[config.mk]
export PLATFORM = sky130hd
export DESIGN_NAME = xdisp_scan
export DESIGN_NICKNAME = d
export VERILOG_FILES = /design/src/rtl/xdisp_scan_pkg.sv /design/src/rtl/xdisp_scan_seg7_dec.sv /design/src/rtl/xdisp_scan.sv
export SDC_FILE = /design/constraint.sdc
export NUM_CORES = 1
export LEC_CHECK = 0
export ABC_AREA = 0
export BUFFER_PORTS_ARGS = -buffer_cell sky130_fd_sc_hd__buf_2
export CORE_ASPECT_RATIO = 1.5
export CORE_UTILIZATION = 45
export DETAILED_ROUTE_END_ITERATION = 7
export GPL_TIMING_DRIVEN = 0
export HOLD_SLACK_MARGIN = 0.06
export PLACE_DENSITY = 0.74
export SLEW_MARGIN = 25
export SYNTH_ARGS = -nofsm -noshare
export SYNTH_HDL_FRONTEND = slang
export SYNTH_SLANG_ARGS = --single-unit
[constraint.sdc]
create_clock -name clk -period 3.2 [get_ports clk]
set_clock_uncertainty 0.05 [all_clocks]
set_input_delay 0.16 -clock clk [delete_from_list [all_inputs] [get_ports clk]]
set_output_delay 0.16 -clock clk [all_outputs]
set_load 0.01 [all_outputs]
[src/rtl/xdisp_scan_pkg.sv]
// Shared definitions for the 4-digit 7-segment scan controller:
// register offsets, register bit positions and scan FSM encodings.
package xdisp_scan_pkg;

   localparam logic [2:0] OFS_CTRL = 3'd4;
   localparam logic [2:0] OFS_STAT = 3'd5;

   localparam int DIG_DP    = 4;
   localparam int DIG_BLANK = 5;
   localparam int CTRL_EN   = 0;
   localparam int CTRL_LZS  = 1;

   localparam logic [11:0] DISP_DARK = 12'hFFF;

   typedef enum logic [1:0] {
      ST_OFF  = 2'd0,
      ST_ON   = 2'd1,
      ST_DEAD = 2'd2
   } scan_state_t;

endpackage

[src/rtl/xdisp_scan_seg7_dec.sv]
// Hex digit to active-low 7-segment pattern (bit order g..a), with blanking.
module xseg7_dec (
   input  logic [3:0] value,
   input  logic       blank,
   output logic [6:0] seg
);

   always_comb begin
      seg = 7'h7F;
      if (!blank) begin
         case (value)
            4'h0: seg = 7'h40;
            4'h1: seg = 7'h79;
            4'h2: seg = 7'h24;
            4'h3: seg = 7'h30;
            4'h4: seg = 7'h19;
            4'h5: seg = 7'h12;
            4'h6: seg = 7'h02;
            4'h7: seg = 7'h78;
            4'h8: seg = 7'h00;
            4'h9: seg = 7'h10;
            4'hA: seg = 7'h08;
            4'hB: seg = 7'h03;
            4'hC: seg = 7'h46;
            4'hD: seg = 7'h21;
            4'hE: seg = 7'h06;
            4'hF: seg = 7'h0E;
            default: seg = 7'h7F;
         endcase
      end
   end

endmodule

[src/rtl/xdisp_scan.sv]
// Memory-mapped multiplexed 4-digit display scanner: digit/control registers,
// ON/DEAD anode timing, hex decode and leading-zero suppression.
module xdisp_scan
   import xdisp_scan_pkg::*;
#(
   parameter int PRESCALE    = 50000,
   parameter int DEAD_CYCLES = 16
) (
   input  logic        clk,
   input  logic        rst,
   input  logic        sel,
   input  logic        we,
   input  logic [2:0]  addr,
   input  logic [7:0]  data_in,
   output logic [7:0]  data_out,
   output logic [11:0] disp_ctrl
);

   localparam int CNT_MAX = (PRESCALE > DEAD_CYCLES) ? PRESCALE : DEAD_CYCLES;
   localparam int CNT_W   = $clog2(CNT_MAX);
   localparam logic [CNT_W-1:0] ON_LAST   = CNT_W'(PRESCALE - 1);
   localparam logic [CNT_W-1:0] DEAD_LAST = CNT_W'(DEAD_CYCLES - 1);

   logic [5:0]       digit_reg [4];
   logic [5:0]       digit_eff [4];
   logic [1:0]       ctrl_reg;
   scan_state_t      state_reg, state_next;
   logic [CNT_W-1:0] cnt_reg, cnt_next;
   logic [1:0]       idx_reg, idx_next;
   logic [5:0]       shadow_digit_reg;
   logic             shadow_sup_reg;
   logic             load_shadow;
   logic [11:0]      disp_reg, disp_next;
   logic [6:0]       seg_dec;

   logic             wr, digit_wr, ctrl_wr, en_wr, dis_wr, lzs_eff;
   logic [3:1]       digit_zero;
   logic [3:0]       sup;
   logic             unused_bits;

   assign wr       = sel & we;
   assign digit_wr = wr & ~addr[2];
   assign ctrl_wr  = wr & (addr == OFS_CTRL);
   assign en_wr    = ctrl_wr & data_in[CTRL_EN];
   assign dis_wr   = ctrl_wr & ~data_in[CTRL_EN];
   assign lzs_eff  = ctrl_wr ? data_in[CTRL_LZS] : ctrl_reg[CTRL_LZS];
   assign unused_bits = ^data_in[7:6];

   // Write-forwarded digit values so a write on the ON-entry edge reaches the shadow.
   genvar gi;
   generate
      for (gi = 0; gi < 4; gi++) begin : g_eff
         assign digit_eff[gi] = (digit_wr && addr[1:0] == 2'(gi)) ? data_in[5:0] : digit_reg[gi];
      end
      for (gi = 1; gi < 4; gi++) begin : g_sup
         assign digit_zero[gi] = (digit_eff[gi][3:0] == 4'h0);
         assign sup[gi]        = lzs_eff & (&digit_zero[3:gi]);
      end
   endgenerate
   assign sup[0] = 1'b0;

   always_ff @(posedge clk or negedge rst) begin
      if (!rst) begin
         for (int i = 0; i < 4; i++) digit_reg[i] <= '0;
         ctrl_reg <= '0;
      end else begin
         for (int i = 0; i < 4; i++) begin
            if (digit_wr && addr[1:0] == 2'(i)) digit_reg[i] <= data_in[5:0];
         end
         if (ctrl_wr) ctrl_reg <= data_in[1:0];
      end
   end

   xseg7_dec u_dec (
      .value (shadow_digit_reg[3:0]),
      .blank (shadow_digit_reg[DIG_BLANK] | shadow_sup_reg),
      .seg   (seg_dec)
   );

   always_comb begin
      state_next  = state_reg;
      cnt_next    = cnt_reg;
      idx_next    = idx_reg;
      load_shadow = 1'b0;
      case (state_reg)
         ST_OFF: begin
            if (en_wr) begin
               state_next  = ST_ON;
               cnt_next    = '0;
               idx_next    = '0;
               load_shadow = 1'b1;
            end
         end
         ST_ON: begin
            if (cnt_reg == ON_LAST) begin
               state_next = ST_DEAD;
               cnt_next   = '0;
            end else begin
               cnt_next = cnt_reg + 1'b1;
            end
         end
         ST_DEAD: begin
            if (cnt_reg == DEAD_LAST) begin
               state_next  = ST_ON;
               cnt_next    = '0;
               idx_next    = idx_reg + 2'd1;
               load_shadow = 1'b1;
            end else begin
               cnt_next = cnt_reg + 1'b1;
            end
         end
         default: begin
            state_next = ST_OFF;
            cnt_next   = '0;
            idx_next   = '0;
         end
      endcase
      if (dis_wr) begin
         state_next  = ST_OFF;
         cnt_next    = '0;
         idx_next    = '0;
         load_shadow = 1'b0;
      end
      // Blank on the same edge that captures a disable so the outputs go dark in one cycle.
      disp_next = DISP_DARK;
      if (state_reg == ST_ON && !dis_wr)
         disp_next = {~(4'b0001 << idx_reg), ~shadow_digit_reg[DIG_DP], seg_dec};
   end

   always_ff @(posedge clk or negedge rst) begin
      if (!rst) begin
         state_reg        <= ST_OFF;
         cnt_reg          <= '0;
         idx_reg          <= '0;
         shadow_digit_reg <= '0;
         shadow_sup_reg   <= 1'b0;
         disp_reg         <= DISP_DARK;
      end else begin
         state_reg <= state_next;
         cnt_reg   <= cnt_next;
         idx_reg   <= idx_next;
         disp_reg  <= disp_next;
         if (load_shadow) begin
            shadow_digit_reg <= digit_eff[idx_next];
            shadow_sup_reg   <= sup[idx_next];
         end
      end
   end

   assign disp_ctrl = disp_reg;

   always_comb begin
      data_out = 8'h00;
      if (sel) begin
         if (!addr[2])
            data_out = {2'b00, digit_reg[addr[1:0]]};
         else if (addr == OFS_CTRL)
            data_out = {6'b0, ctrl_reg};
         else if (addr == OFS_STAT)
            data_out = {5'b0, state_reg == ST_DEAD, idx_reg};
      end
   end

endmodule

==> results.md <==
* Status: finished, final reports clean
* CP bufs+invs at 0
* Post-synth EDFFs at 0
* Final core occ at 54.7%
* H-Tree Depth at 3
* Clk_lat worst skew at 0.34 ns
* PostCTS Resize Cnt at 0
* CP Data Arrival Time at 2.68 ns
* CP Capture Type: flop
* Total negative slack at 0 ns
* Pwr per Cell Area at 707 nW/um^2
* Max clock buf depth at 2
* Clock-pin slew on the worst setup and hold paths at 0.06 ns
* Minimum clock period at 2.51 ns
* Final ANT Viol Nets at 0
* Required time of the critical path at 3.37 ns
* Commonest non-fill, non-tap cells in the layout: 53 x dfrtp_1, 38 x nand2_1, 30 x buf_2
* CTS buffer count at 9
* Unrepaired setup endpoints after global routing: false
* Worst-Margin Slew at 0.986 ns
* Max Cap Violations at 0
* NumNets Final at 423
* Drt drc at 0
* Placed cell area at 4070 um^2
* Crit Path Max Fanout at 6
* Reg power frac at 36.4%
* Initial antenna violation count at 0
* Non-filler cells, final at 503
* Buffers on Ports at 29
* Fillers at 685
* Placed cell count at 485
* Core area at 8060 um^2
* Netlist cell types at 63
* Largest net degree at the start of global routing at 56
* Top cells by area, synth: dfrtp_1 35%, dfstp_2 8.4%, mux2_2 8.4%
* Hpwl dp at 6200 um
* Critical Path, Cell by Cell: nor3_1 -> nand4_4 -> mux2_4 -> a21oi_4 -> mux2_2 -> a221o_1
* Final period utilization at 78.3%
* Async SR Flop Fraction at 100%
* Initial DRC Count at 94
* Std-Cell Rows at 40
* Diode count at 0
* Area leader, netlist: dfrtp_1
* Max reg flops at 24
* Prevailing post-synth register cell: dfrtp_1
* Slew HR at 33.6%
* Psw at 1040 uW
* Worst min path class: in2reg
* Tot GR Track Use at 21.2%
* Sink Count at 65
* Peak supply drop at 0.000464 V
* Setup Crit Path Kind: reg2reg
* Die width at 76.6 um
* Power, Total at 3120 uW
* Clk root buf: clkbuf_16
* CTS tree: yes
* Vias in the first global route at 2,926
* Pre-antenna DRT Iters at 4
* Clock group share of total power at 33.8%
* CTS Hold Bufs at 2
* Share of post-route cells with drive strength above 1 at 28.4%
* Vias per cell at 5.73
* Initial core utilization at 46.6%
* Die height at 114 um
* Final Hold Fails at 0
* Worst path max stage delay at 0.42 ns
* Sw frac at 33.4%
* Routed vias at 2,884
* Slew Viols, Final at 0
* Post-Syn Area at 3760 um^2
* Internal power at 2080 uW
* Area Overhead vs Synth at 17.3%
* Synthesized instance count at 349
* Fmax at 399 MHz
* Critical Path Start Type: flop
* DIE AREA at 8730 um^2
* Most common cell after layout, fill and taps aside: dfrtp_1
* Critical path's slowest cell: dfrtp_1
* Wire length of the first global-routing pass at 14,200 um
* Endpoints failing setup at 0
* Top-area cell type share of the netlist area at 35.3%
* Critical path's top delay family: multiplexers
* Post-route cell area at 4410 um^2
* GP Congestion at 0.895
* Routed WL at 8490 um
* Power share of the combinational group at 29.8%
* Gr ovfl total at 0
* Num ports at 35
* Seq/Total Area, Yosys at 43.7%
* # Post-CTS Setup Buffers at 0
* Synthesized flop and latch total at 65
* Lkg Pwr at 0.00190 uW
* Wire per inst at 16.9 um
* Yosys warns at 0
* Avg Cell Area, Syn at 10.8 um^2
[path summary, 6_finish.rpt]
check                                    startpoint             endpoint  slack [ns]  depth (start not counted)
min in group asynchronous                       rst         disp_ctrl[0]        0.37                          2
max in group asynchronous                       rst         disp_ctrl[1]        2.40                          3
worst min-delay path                     data_in[5]         digit_reg[5]        0.08                          2
worst max-delay path                    cnt_reg[13]  shadow_digit_reg[3]        0.69                          6
worst max register to register          cnt_reg[13]  shadow_digit_reg[3]        0.69                          6
worst min register to register  shadow_digit_reg[4]         disp_ctrl[7]        0.36                          1
[power groups by stage]
stage                     Clock, uW  Sequential [uW]  Combinational (uW)
after floorplan                   0             1140                 634
after global placement            0             1140                 889
after detailed placement          0             1150                 919
after CTS                      1080             1130                 929
after global routing           1110             1150                1030
final                          1050             1130                 930
[cell usage after synthesis, drive strengths merged (6+ instances only)]
cell / count
dfrtp: 53
nand2: 39
mux2: 29
nor2: 24
o21ai: 17
ha: 15
inv: 15
mux2i: 13
dfstp: 12
buf: 10
a22o: 7
nor3: 7
a21oi: 6
and3: 6
nand3: 6
nand4: 6
nor2b: 6
nor4: 6
[routing by layer]
layer,up-vias,GRT usage [%],part of all wire (%)
met4,0,8.21,2.1
li1,1372,-,-
met2,57,40.2,55
met1,1442,22.4,39
met3,13,5.20,3.6
met5,-,0,0
[kinds of logic after synthesis]
group | synth area share, %
other | 0.0998
adders and majority gates | 4.99
and+or+nand+nor | 17.3
DFF | 43.7
AOI/OAI and AO/OA | 13.6
muxes | 15.2
buffers and inverters | 4.09
xor gates and xnor gates | 0.932
[through the flow]
step                      worst slack, ns  hold WS [ns]
after floorplan                     0.917        -0.186
after global placement              0.725         0.374
after detailed placement            0.705         0.173
after CTS                           0.675        0.0612
after global routing                0.514        0.0703
final                               0.694        0.0765
[final cells by class]
cell class	count	area (um^2)	area share, %
Timing Repair Buffer	32	195	4.43
Tap cell	105	131	2.98
Buffer	14	97.6	2.21
Sequential cell	65	1640	37.2
Clock inverter	7	95.1	2.16
Clock buffer	9	225	5.11
Multi-Input combinational cell	256	1970	44.6
Inverter	15	56.3	1.28
Note: power is estimated with default switching activity, not from simulation.
